==> config.mk <==
export PLATFORM = sky130hd
export DESIGN_NAME = serial_tx_arb_flat
export DESIGN_NICKNAME = d
export VERILOG_FILES = /design/src/rtl/serial_tx_arb_pkg.sv /design/src/rtl/serial_tx_arb_if.sv /design/src/rtl/serial_fifo.sv /design/src/rtl/serial_tx_arb.sv /design/src/flat_wrapper.sv
export SDC_FILE = /design/constraint.sdc
export NUM_CORES = 1
export LEC_CHECK = 0
export BUFFER_PORTS_ARGS = -buffer_cell sky130_fd_sc_hd__buf_4
export CORE_MARGIN = 5
export CORE_UTILIZATION = 55
export CTS_CLUSTER_SIZE = 20
export DETAILED_ROUTE_END_ITERATION = 7
export PLACE_DENSITY = 0.76
export SYNTH_ARGS = -nofsm -noshare
export SYNTH_HDL_FRONTEND = slang
export SYNTH_SLANG_ARGS = --single-unit
export TNS_END_PERCENT = 20
==> constraint.sdc <==
create_clock -name clk -period 3.7 [get_ports clk]
set_input_delay 0.555 -clock clk [delete_from_list [all_inputs] [get_ports clk]]
set_output_delay 0.555 -clock clk [all_outputs]
set_load 0.01 [all_outputs]
==> src/rtl/serial_tx_arb_pkg.sv <==
// Shared types and constants for the serial transmit blocks.
// No logic; imported by the arbiter, its FIFO and its interface.
package serial_tx_arb_pkg;

   typedef enum logic [1:0] {
      ST_IDLE = 2'd0,
      ST_LOAD = 2'd1,
      ST_WAIT = 2'd2
   } arb_state_t;

   // Bit 0 is the MSB, matching the CPU accumulator numbering.
   typedef logic [0:7] char_t;

   localparam int          FIFO_DEPTH_DEF = 4;
   localparam logic [15:0] TIMEOUT_DEF    = 16'd50000;

   // Teleprinter IOT opcodes, decoded upstream into valid0 and clear_flag.
   localparam logic [11:0] IOT_TSF = 12'o6041;
   localparam logic [11:0] IOT_TCF = 12'o6042;
   localparam logic [11:0] IOT_TPC = 12'o6044;
   localparam logic [11:0] IOT_TLS = 12'o6046;

endpackage

==> src/rtl/serial_tx_arb_if.sv <==
// Character handshake bundle between the two requesters, the arbiter and the UART.
// slave = arbiter side, master = requester/transmitter side.
interface serial_tx_arb_if;
   import serial_tx_arb_pkg::*;

   logic  valid0;
   char_t char0;
   logic  ready0;
   logic  valid1;
   char_t char1;
   logic  ready1;
   char_t tx_char;
   logic  tx_load;
   logic  tx_done;

   modport master (
      output valid0, char0, valid1, char1, tx_done,
      input  ready0, ready1, tx_char, tx_load
   );

   modport slave (
      input  valid0, char0, valid1, char1, tx_done,
      output ready0, ready1, tx_char, tx_load
   );

endinterface

==> src/rtl/serial_fifo.sv <==
// Pointer-based character FIFO with occupancy count; head visible combinationally.
// Write-to-read latency 1 cycle; pushes are dropped when full, flush beats push and pop.
module serial_fifo
   import serial_tx_arb_pkg::*;
#(
   parameter int DEPTH = FIFO_DEPTH_DEF
) (
   input  logic       clk,
   input  logic       reset,
   input  logic       flush,
   input  logic       push,
   input  char_t      push_dat,
   input  logic       pop,
   output char_t      head_dat,
   output logic [4:0] count
);

   localparam int AW = (DEPTH > 1) ? $clog2(DEPTH) : 1;

   char_t         mem [DEPTH];
   logic [AW-1:0] wr_ptr;
   logic [AW-1:0] rd_ptr;
   logic          do_push;
   logic          do_pop;

   assign do_push  = push & ~flush & (count < 5'(DEPTH));
   assign do_pop   = pop & ~flush & (count != '0);
   assign head_dat = mem[rd_ptr];

   always_ff @(posedge clk) begin
      if (do_push) begin
         mem[wr_ptr] <= push_dat;
      end
   end

   // DEPTH is a power of two, so the pointers wrap naturally.
   always_ff @(posedge clk or negedge reset) begin
      if (!reset) begin
         wr_ptr <= '0;
         rd_ptr <= '0;
         count  <= '0;
      end else if (flush) begin
         wr_ptr <= '0;
         rd_ptr <= '0;
         count  <= '0;
      end else begin
         if (do_push) wr_ptr <= wr_ptr + AW'(1);
         if (do_pop)  rd_ptr <= rd_ptr + AW'(1);
         count <= count + 5'(do_push) - 5'(do_pop);
      end
   end

endmodule

==> src/rtl/serial_tx_arb.sv <==
// Round-robin arbiter feeding one UART from the CPU printer FIFO and the monitor port.
// Grant to tx_load 1 cycle; one character outstanding until tx_done or watchdog timeout.
module serial_tx_arb
   import serial_tx_arb_pkg::*;
#(
   parameter int          FIFO_DEPTH = FIFO_DEPTH_DEF,
   parameter logic [15:0] TIMEOUT    = TIMEOUT_DEF
) (
   input  logic           clk,
   input  logic           reset,
   input  logic           flush,
   input  logic           clear_flag,
   serial_tx_arb_if.slave bus,
   output logic           printer_flag,
   output logic [4:0]     fifo_count,
   output logic           timeout_err
);

   arb_state_t  state;
   logic        gnt1;
   logic        last_gnt1;
   logic        pop_q;
   logic        tx_load_q;
   logic        ready1_q;
   char_t       tx_char_q;
   char_t       head;
   logic [15:0] wdog;
   logic        req0;
   logic        req1;
   logic        pick1;
   logic        push;

   assign req0       = (fifo_count != '0);
   assign req1       = bus.valid1;
   // Monitor wins when alone, or when the FIFO was the last one served.
   assign pick1      = req1 & (~req0 | ~last_gnt1);
   assign bus.ready0 = (fifo_count < 5'(FIFO_DEPTH));
   assign push       = bus.valid0 & bus.ready0;

   assign bus.tx_char = tx_char_q;
   assign bus.tx_load = tx_load_q;
   assign bus.ready1  = ready1_q;

   serial_fifo #(.DEPTH(FIFO_DEPTH)) u_fifo (
      .clk      (clk),
      .reset    (reset),
      .flush    (flush),
      .push     (push),
      .push_dat (bus.char0),
      .pop      (pop_q),
      .head_dat (head),
      .count    (fifo_count)
   );

   always_ff @(posedge clk or negedge reset) begin
      if (!reset) begin
         state        <= ST_IDLE;
         gnt1         <= 1'b0;
         last_gnt1    <= 1'b1;
         tx_char_q    <= '0;
         tx_load_q    <= 1'b0;
         ready1_q     <= 1'b0;
         pop_q        <= 1'b0;
         wdog         <= '0;
         printer_flag <= 1'b0;
         timeout_err  <= 1'b0;
      end else if (flush) begin
         state        <= ST_IDLE;
         tx_load_q    <= 1'b0;
         ready1_q     <= 1'b0;
         pop_q        <= 1'b0;
         wdog         <= '0;
         printer_flag <= 1'b0;
         timeout_err  <= 1'b0;
      end else begin
         // A set from tx_done below overrides this clear.
         if (clear_flag) printer_flag <= 1'b0;
         case (state)
            ST_IDLE: begin
               if (req0 || req1) begin
                  state     <= ST_LOAD;
                  gnt1      <= pick1;
                  last_gnt1 <= pick1;
                  tx_char_q <= pick1 ? bus.char1 : head;
                  tx_load_q <= 1'b1;
                  ready1_q  <= pick1;
                  pop_q     <= ~pick1;
               end
            end
            ST_LOAD: begin
               state     <= ST_WAIT;
               tx_load_q <= 1'b0;
               ready1_q  <= 1'b0;
               pop_q     <= 1'b0;
               wdog      <= '0;
            end
            ST_WAIT: begin
               if (bus.tx_done) begin
                  state <= ST_IDLE;
                  if (!gnt1) printer_flag <= 1'b1;
               end else if (wdog == TIMEOUT - 16'd1) begin
                  state       <= ST_IDLE;
                  timeout_err <= 1'b1;
               end else begin
                  wdog <= wdog + 16'd1;
               end
            end
            default: state <= ST_IDLE;
         endcase
      end
   end

endmodule

==> src/flat_wrapper.sv <==
// flat-port wrapper written by rule: the top's interface ports become plain ports
module serial_tx_arb_flat import serial_tx_arb_pkg::*;
#(
   parameter int          FIFO_DEPTH = FIFO_DEPTH_DEF,
   parameter logic [15:0] TIMEOUT    = TIMEOUT_DEF
)
  (clk, reset, flush, clear_flag, printer_flag, fifo_count, timeout_err, bus_valid0, bus_char0, bus_valid1, bus_char1, bus_tx_done, bus_ready0, bus_ready1, bus_tx_char, bus_tx_load);
  serial_tx_arb_if bus_i ();
  input  logic clk;
  input  logic reset;
  input  logic flush;
  input  logic clear_flag;
  output logic printer_flag;
  output logic [4:0] fifo_count;
  output logic timeout_err;
  input wire logic [$bits(bus_i.valid0)-1:0] bus_valid0;
  input wire logic [$bits(bus_i.char0)-1:0] bus_char0;
  input wire logic [$bits(bus_i.valid1)-1:0] bus_valid1;
  input wire logic [$bits(bus_i.char1)-1:0] bus_char1;
  input wire logic [$bits(bus_i.tx_done)-1:0] bus_tx_done;
  output wire logic [$bits(bus_i.ready0)-1:0] bus_ready0;
  output wire logic [$bits(bus_i.ready1)-1:0] bus_ready1;
  output wire logic [$bits(bus_i.tx_char)-1:0] bus_tx_char;
  output wire logic [$bits(bus_i.tx_load)-1:0] bus_tx_load;
  assign bus_i.valid0 = bus_valid0;
  assign bus_i.char0 = bus_char0;
  assign bus_i.valid1 = bus_valid1;
  assign bus_i.char1 = bus_char1;
  assign bus_i.tx_done = bus_tx_done;
  assign bus_ready0 = bus_i.ready0;
  assign bus_ready1 = bus_i.ready1;
  assign bus_tx_char = bus_i.tx_char;
  assign bus_tx_load = bus_i.tx_load;
  serial_tx_arb #(.FIFO_DEPTH(FIFO_DEPTH), .TIMEOUT(TIMEOUT)) u_core (.clk(clk), .reset(reset), .flush(flush), .clear_flag(clear_flag), .bus(bus_i), .printer_flag(printer_flag), .fifo_count(fifo_count), .timeout_err(timeout_err));
endmodule
==> results_dict.tcl, run 1 <==
set metrics [dict create \
    post_drt_via_cell_ratio 5.820 \
    synth_compound_area_frac 0.1225 \
    regToRegSetupSlack_ps 750 \
    synth.net_count 329 \
    grt_max_degree 43 \
    die_h_um 90.15 \
    hold_buffers 0 \
    syn_inst 292 \
    drc 0 \
    powerDensity_nw_per_um2 584.9 \
    seqCellArea_um2 2013 \
    synth-seq-cells 74 \
    drt_wl_total_um 6911 \
    synth-xor-area-share 0.01239 \
    synthFlopType "dfrtp_1" \
    place.detailed.hpwl_um 4810 \
    grt_usage 0.1797 \
    crit_type "register to register" \
    synth.mux.area_fraction 0.07365 \
    fin_util 0.6484 \
    nets 371 \
    post_synth_num_cell_types 54 \
    vias 2421 \
    cts_buffers 9 \
    synth_edf_count 32 \
    rr_endpoint "u_core.u_fifo.count[4]" \
    peakVddDrop_mv 0.3242 \
    skew_ps 8.316 \
    critPathCaptureType "register" \
    antenna_left 0 \
    num_rows 29 \
    synth_top_family_by_area "simple AND/OR/NAND/NOR gates" \
    rsz0062_at_grt "no" \
    htree_levels 3 \
    async_flop_share 0.5676 \
    yosys-top-cells-area "dfrtp_1 29%, edfxtp_1 27%, mux4_2 5.1%" \
    power_leakage_nw 1.690 \
    ios 41 \
    start_util 0.5597 \
    final_common_cell "buf_4" \
    synth_fa_ha_area_frac 0.05170 \
    drv_slew 0 \
    setup_viol 0 \
    cts_sinks 74 \
    fillers 494 \
    synth_top_area_frac 0.2904 \
    grt_pass1_wl_um 11780 \
    required_ps 3920 \
    avgSynthCellArea_um2 12.10 \
    critPathMaxFanout 4 \
    cp.arrival_ps 3170 \
    slew_headroom 0.3234 \
    ys_warn_count 0 \
    dr.pass1.iters 4 \
    postCtsSetupRepairBufs 0 \
    rr_worst_depth 14 \
    drive_gt1_frac 0.2153 \
    grt-ovfl-total 0 \
    finalCriticalPeriod_ps 2947 \
    multi_input_area_um2 1395 \
    yosys.area_share.simple 0.1346 \
    area_growth_pct 15.86 \
    die_w_um 90.15 \
    clk_pin_slew_ps 80 \
    hold_violations 0 \
    drtIter0Drc 128 \
    antenna_found_initial 0 \
    worst_slew_pin_slew_ps 1013 \
    setup-tns-final_ps 0 \
    max_cap_violations 0 \
    wire_per_inst_um 16.61 \
    clock_latency_ps 340 \
    finalCritPeriodShare 0.7965 \
    r2r-start "u_core.u_fifo.count[3]" \
    antenna_cells 0 \
    cts_buffer_depth 2 \
    final_cell_mix "42 x buf_4, 41 x dfrtp_1, 32 x edfxtp_1, 22 x nor2_1, 21 x nand2_1" \
    cts.repair.resized 0 \
    core_area_um2 6314 \
    die_area_um2 8127 \
    outcome "complete, no violations" \
    hold_path.class "primary input to async pin" \
    gp_congestion 0.8355 \
    max_freq_mhz 339.3 \
    seq_area_frac_synth 0.5698 \
    cts_tree "done" \
    portBuffers 40 \
    critPathLaunchType "register" \
    cts-root-buf "clkbuf_8" \
    syn_area_um2 3533 \
    grt_pass1_vias 2442 \
    synth_area_leader_cell "dfrtp_1" \
]
## worst max-delay path: stages (launching register included)
cell      delay (ps)
dfrtp_1          390
inv_1            130
ha_1             180
or4b_1           520
nand2_1          140
nor2_1            50
ha_1             290
inv_1             50
ha_1             150
inv_1             50
fa_1             380
nand2b_1         150
a21oi_1          170
or3_1            130
a21oi_1           60
## sequential cells by signal, indices dropped and copies added (netlist names), 2 cells and up
name / count
u_core.wdog: 16
u_core.u_fifo.rd_ptr: 2
u_core.u_fifo.wr_ptr: 2
u_core.u_fifo.count: 5
u_core.u_fifo.mem: 32
u_core.bus.tx_char: 8
u_core.state: 2
## cell type report
cell class / instances / area share
Clock buffer: 9 / 0.03026
Inverter: 19 / 0.01742
Tap cell: 77 / 0.02353
Multi-Input combinational cell: 188 / 0.3408
Clock inverter: 7 / 0.01925
Sequential cell: 74 / 0.4917
Timing Repair Buffer: 42 / 0.07702
## cell usage after synthesis, types with 2 or more instances
master,instances
a21o_1,3
a21oi_1,11
a31oi_1,8
and2_1,4
clkbuf_1,7
dfrtp_1,41
edfxtp_1,32
ha_1,13
inv_1,19
mux2i_1,8
mux4_2,8
nand2_1,21
nand2b_1,2
nand3_1,7
nand4_1,4
nor2_1,22
nor3_1,6
nor3b_1,2
nor4_1,3
o211ai_1,3
o21a_1,6
o21ai_0,6
o21ai_1,15
o22a_1,4
or3_1,2
or4_1,2
or4b_1,3
xnor2_1,2
xor2_1,3
## power breakdown
part | switching [mW] | total (mW) | internal, mW | leakage (nW)
Combinational | 0.349 | 0.679 | 0.330 | 0.740
Clock | 0.314 | 0.631 | 0.317 | 0.0990
Sequential | 0.0989 | 1.08 | 0.986 | 0.851
## kinds of logic after synthesis
family | after synthesis
AND/OR/NAND/NOR | 87
multiplexers | 16
AO/OA/AOI/OAI | 66
adder cells (fa/ha/maj) | 14
flip-flops | 74
buffers and inverters | 30
XOR/XNOR | 5
## per-layer routing
layer | vias to the layer above | track usage | part of all wire
met3 | 8 | 0.05843 | 0.055
li1 | 1163 | - | -
met2 | 66 | 0.2878 | 0.49
met1 | 1184 | 0.2337 | 0.45
met5 | - | 0 | 0
met4 | 0 | 0.05459 | 0.013
## worst max-delay path by stage
stage                           start                endpoint  slack, ps  depth (start not counted)
3_5_place_dp   u_core.u_fifo.count[2]  u_core.u_fifo.count[4]        770                         14
6_report       u_core.u_fifo.count[3]  u_core.u_fifo.count[4]        750                         14
4_1_cts        u_core.u_fifo.count[3]  u_core.u_fifo.count[4]        740                         15
5_1_grt        u_core.u_fifo.count[3]  u_core.u_fifo.count[4]        480                         15
3_3_place_gp   u_core.u_fifo.count[3]  u_core.u_fifo.count[4]        850                         14
2_1_floorplan  u_core.u_fifo.count[3]  u_core.u_fifo.count[4]        900                         15
## metrics by stage
step | hold WS [ps] | std cells | power (mW) | worst slack [ps] | cell area (um2)
floorplan | 259.4 | 292 | 1.530 | 899.6 | 3533
global placement | 453.9 | 400 | 1.765 | 848.5 | 3891
detailed placement | 470.6 | 400 | 1.790 | 766.7 | 3891
CTS | 208.2 | 416 | 2.419 | 737.4 | 4094
global route | 231.5 | 416 | 2.561 | 476.1 | 4094
finish | 192.8 | 416 | 2.394 | 753.0 | 4094
(Power assumes the default switching activity.)
==> inputs of run 2 (changes only) <==
--- a/config.mk
+++ b/config.mk
@@ -7,10 +7,10 @@
 export LEC_CHECK = 0
 export BUFFER_PORTS_ARGS = -buffer_cell sky130_fd_sc_hd__buf_4
 export CORE_MARGIN = 5
-export CORE_UTILIZATION = 55
+export CORE_UTILIZATION = 52
 export CTS_CLUSTER_SIZE = 20
 export DETAILED_ROUTE_END_ITERATION = 7
-export PLACE_DENSITY = 0.76
+export PLACE_DENSITY = 0.75
 export SYNTH_ARGS = -nofsm -noshare
 export SYNTH_HDL_FRONTEND = slang
 export SYNTH_SLANG_ARGS = --single-unit
==> constraint.sdc (replaced) <==
create_clock -name clk -period 2.6 [get_ports clk]
set_input_delay 0.39 -clock clk [delete_from_list [all_inputs] [get_ports clk]]
set_output_delay 0.39 -clock clk [all_outputs]
set_load 0.01 [all_outputs]
==> results_dict.tcl, run 2 (synthesis gave the netlist of run 1 again) <==
set metrics [dict create \
    hold_violations 0 \
    outcome "complete, but fails checks" \
    portBuffers 40 \
    vias 2497 \
    max_freq_mhz 377.3 \
    final_cell_mix "58 x buf_4, 41 x dfrtp_1, 32 x edfxtp_1, 21 x nor2_1, 19 x nand2_1" \
    dr.pass1.iters 4 \
    drt_wl_total_um 7311 \
    timing.critical_path.from "u_core.u_fifo.count[2]" \
    drtIter0Drc 141 \
    ios 41 \
    post_drt_via_cell_ratio 5.740 \
    antenna_left 0 \
    cts_tree "done" \
    max_cap_violations 0 \
    cts_sinks 74 \
    cts-root-buf "clkbuf_8" \
    setup_viol 1 \
    slew_headroom 0.4954 \
    critPathLaunchType "register" \
    start_util 0.5259 \
    core_area_um2 6719 \
    crit_type "register to register" \
    finalCritPeriodShare 1.019 \
    critPathCaptureType "register" \
    regMostFlops "u_core.u_fifo.mem" \
    setup-tns-final_ps -50.28 \
    finalCriticalPeriod_ps 2650 \
    grt_usage 0.1840 \
    setup_ws_ps -50.28 \
    postCtsSetupRepairBufs 0 \
    r2r-start "u_core.u_fifo.count[2]" \
    place.detailed.hpwl_um 5207 \
    violations "setup timing" \
    required_ps 2820 \
    p_total_mw 3.474 \
    htree_levels 3 \
    grt_max_degree 43 \
    clk_pin_slew_ps 90 \
    drv_slew 0 \
    antenna_found_initial 0 \
    hold_path.class "primary input to async pin" \
    powerDensity_nw_per_um2 820.3 \
    drc 0 \
    cts_buffer_depth 2 \
    grt_pass1_vias 2535 \
    grt-ovfl-total 0 \
    power_leakage_nw 1.762 \
    gp_congestion 0.8133 \
    peakVddDrop_mv 0.5098 \
    die_area_um2 8543 \
    drive_gt1_frac 0.2873 \
    skew_ps 12.83 \
    wire_per_inst_um 16.81 \
    critPathMaxFanout 2 \
    final_common_cell "buf_4" \
    nets 387 \
    antenna_cells 0 \
    die_h_um 92.43 \
    cts_buffers 9 \
    clock_latency_ps 350 \
    largest_reg_flops 32 \
    worst_slew_pin_slew_ps 751.9 \
    die_w_um 92.43 \
    num_rows 30 \
    area_growth_pct 19.87 \
    grt_pass1_wl_um 12260 \
    cp.arrival_ps 2870 \
    rsz0062_at_grt "yes" \
]
[run 2: cell count changes in the layout (fill, tap and decap cells not counted), moves of 2 or more]
cell / before / now
inv_2: 0 / 2
nand2_2: 0 / 2
ha_1: 13 / 11
clkinv_2: 0 / 2
buf_4: 42 / 58
inv_1: 19 / 17
inv_6: 0 / 2
nand2_1: 21 / 19
[run 2: cell type report]
class                   instances  area [um2]
well taps                      80       100.1
clock buffers                   9       123.9
repair buffers                 58       435.4
multi-input cells             188        1439
inverters                      19       71.32
fillers                       541        2484
flip-flops and latches         74        2013
clock inverters                 7       52.55
[run 2: metal layers]
metal	track usage	routed length (um)
met5	0	0
met4	0.07550	97
met3	0.03737	362
met2	0.2906	3534
met1	0.2489	3317
[run 2: worst max-delay path, stage by stage (launching register included)]
cell,delay [ps]
dfrtp_1,400
inv_2,80
ha_4,120
or4b_4,450
nand2_2,80
nor2_1,40
ha_1,280
inv_1,60
ha_2,160
inv_1,50
fa_2,340
nand2b_4,150
a21oi_2,130
or3_1,120
a21oi_1,60
[run 2: worst paths after layout]
check                                           to  cells past startpoint  slack (ps)
max in group asynchronous         u_core.last_gnt1                      1        2190
max                         u_core.u_fifo.count[4]                     14         -50
min reg2reg                       u_core.last_gnt1                      2         490
max reg2reg                 u_core.u_fifo.count[4]                     14         -50
min                                u_core.wdog[14]                      1          10
min in group clk           u_core.u_fifo.mem[3][3]                      1         240
[run 2: where the power goes]
| part | internal [mW] | total, mW | switching, mW |
|---|---|---|---|
| Combinational | 0.584 | 1.13 | 0.547 |
| Clock | 0.352 | 0.797 | 0.445 |
| Sequential | 1.40 | 1.55 | 0.142 |
| Total | 2.34 | 3.47 | 1.13 |
[run 2: what timing repair did]
action	CTS	global route
pin swaps	1	1
endpoints found under the setup margin	1	2
hold buffers	0	0
resized for setup	5	4
[run 2: metrics by stage]
stage          utilization  setup slack [ps]  instance area [um2]  hold slack (ps)  instances
5_1_grt             0.6304            -231.0                 4235            68.43        435
6_report            0.6304            -50.28                 4235            12.10        435
3_3_place_gp        0.5994            0.9965                 4028            415.5        419
4_1_cts             0.6277            -78.00                 4218            31.00        435
3_5_place_dp        0.5994            -116.1                 4028            414.2        419
2_1_floorplan            -            -76.41                 3546            94.41        292
==> inputs of run 3 (changes only) <==
--- a/config.mk
+++ b/config.mk
@@ -14,4 +14,3 @@
 export SYNTH_ARGS = -nofsm -noshare
 export SYNTH_HDL_FRONTEND = slang
 export SYNTH_SLANG_ARGS = --single-unit
-export TNS_END_PERCENT = 20
==> results_dict.tcl, run 3 (synthesis gave the netlist of run 1 again) <==
set metrics [dict create \
    post_drt_via_cell_ratio 5.767 \
    wire_per_inst_um 16.87 \
    die_h_um 92.43 \
    num_rows 30 \
    stdcell_count 438 \
    max_freq_mhz 375.1 \
    placed_area_um2 4028 \
    fin_util 0.6354 \
    powerDensity_nw_per_um2 822.6 \
    htree_levels 3 \
    nets 390 \
    antenna_left 0 \
    crit_type "register to register" \
    final_area_um2 4269 \
    grt_usage 0.1840 \
    grt-ovfl-total 0 \
    peakVddDrop_mv 0.5081 \
    worst_path_max_delay_cell "or4b_4" \
    cts_tree "done" \
    violations "setup timing" \
    drc 0 \
    setup_ws_ps -66.31 \
    drt_wl_total_um 7388 \
    core_area_um2 6719 \
    final_cell_mix "60 x buf_4, 41 x dfrtp_1, 32 x edfxtp_1, 21 x nor2_1, 19 x nand2_1" \
    critPathLaunchType "register" \
    rr_endpoint "u_core.u_fifo.count[2]" \
    max_cap_violations 0 \
    start_util 0.5259 \
    drive_gt1_frac 0.2961 \
    die_w_um 92.43 \
    hold_path.class "primary input to async pin" \
    hold_violations 0 \
    finalCritPeriodShare 1.026 \
    cts_buffer_depth 2 \
    dpl_worst_slack_ps -116.1 \
    cp.arrival_ps 2940 \
    drv_slew 0 \
    cts-root-buf "clkbuf_8" \
    antenna_cells 0 \
    slew_headroom 0.4945 \
    vias 2526 \
    power_leakage_nw 1.777 \
    clock_latency_ps 350 \
    rr_worst_depth 14 \
    ios 41 \
    dr.pass1.iters 4 \
    critPathMaxStageDelay_ps 460 \
    portBuffers 40 \
    crit_buf_inv 5 \
    die_area_um2 8543 \
    fillers 537 \
    antenna_found_initial 0 \
    setup_viol 2 \
    rsz0062_at_grt "yes" \
    required_ps 2870 \
    cts_buffers 9 \
    area_growth_pct 20.82 \
    place.detailed.hpwl_um 5207 \
    gp_congestion 0.8133 \
    worst_slew_pin_slew_ps 753.3 \
    regMostFlops "u_core.u_fifo.mem" \
    clk_pin_slew_ps 90 \
    hold_slack_ps 21.12 \
    critPathMaxFanout 2 \
    critPathCaptureType "register" \
    finalCriticalPeriod_ps 2666 \
    regToRegSetupSlack_ps -70 \
    largest_reg_flops 32 \
    skew_ps 11.94 \
    grt_pass1_wl_um 12260 \
    cp_top_family "adder cells" \
    grt_pass1_vias 2535 \
    drtIter0Drc 120 \
    grt_max_degree 43 \
    final_common_cell "buf_4" \
    placed_cells 419 \
    outcome "complete, but fails checks" \
    r2r-start "u_core.u_fifo.count[2]" \
    crit_chain "inv_2 > ha_4 > or4b_4 > nand2_2 > nor2_1 > ha_1 > inv_1 > ha_2 > inv_1 > fa_2 > buf_4 > buf_6 > xor2_2 > nor2_1" \
    cts_sinks 74 \
]
run 3: cell types whose count changed in the layout (fill, tap and decap cells not counted):
cell    change
buf_4       +2
buf_6       +1
xor2_1      -1
xor2_2      +1
run 3: how the worst max path moves through the flow:
| stage | from | to | cells past startpoint |
|---|---|---|---|
| detailed placement | u_core.u_fifo.count[2] | u_core.u_fifo.count[4] | 14 |
| global route | u_core.u_fifo.count[3] | u_core.u_fifo.count[4] | 16 |
| CTS | u_core.u_fifo.count[2] | u_core.u_fifo.count[4] | 14 |
| floorplan | u_core.u_fifo.count[2] | u_core.u_fifo.count[4] | 14 |
| global placement | u_core.u_fifo.count[2] | u_core.u_fifo.count[4] | 14 |
| finish | u_core.u_fifo.count[2] | u_core.u_fifo.count[2] | 14 |
run 3: final cells by class:
type	count	area [um2]	share of cell area
clock buffers	9	123.9	0.02902
clock inverters	7	52.55	0.01231
inverters	19	71.32	0.01671
multi-input cells	188	1446	0.3388
flip-flops and latches	74	2013	0.4716
well taps	80	100.1	0.02345
repair buffers	61	461.7	0.1081
run 3: repair_timing:
| item | 4_1_cts | 5_1_grt |
|---|---|---|
| resized for setup | 5 | 6 |
| endpoints found under the setup margin | 1 | 2 |
| hold buffers | 0 | 0 |
| setup buffers | 0 | 3 |
| endpoints found under the hold margin | 0 | 0 |
| pin swaps | 1 | 2 |
run 3: worst reg2reg max path: cells and delay by family, from the launching register on:
| kind | cells | cell delay, ps |
|---|---|---|
| fa+ha+maj | 4 | 910 |
| simple gates | 4 | 690 |
| buf+inv | 5 | 450 |
| flops | 1 | 400 |
| xor+xnor | 1 | 150 |
run 3: routing by layer:
metal	vias to the layer above	GRT usage	share of wire
met5	-	0	0
met4	0	0.07550	0.017
met3	15	0.03737	0.045
met2	67	0.2906	0.48
met1	1241	0.2489	0.45
li1	1203	-	-
run 3: where the power goes:
part / leakage, nW / total [mW] / internal (mW) / switching (mW)
registers: 0.851 / 1.54 / 1.40 / 0.141
logic: 0.837 / 1.17 / 0.608 / 0.560
clock network: 0.0900 / 0.800 / 0.352 / 0.447
run 3: stage by stage:
step / power [mW] / TNS [ps]
floorplan: 2.202 / -76.41
global placement: 2.629 / 0
detailed placement: 2.674 / -116.1
CTS: 3.496 / -78.00
global route: 3.742 / -435.0
finish: 3.512 / -130.8
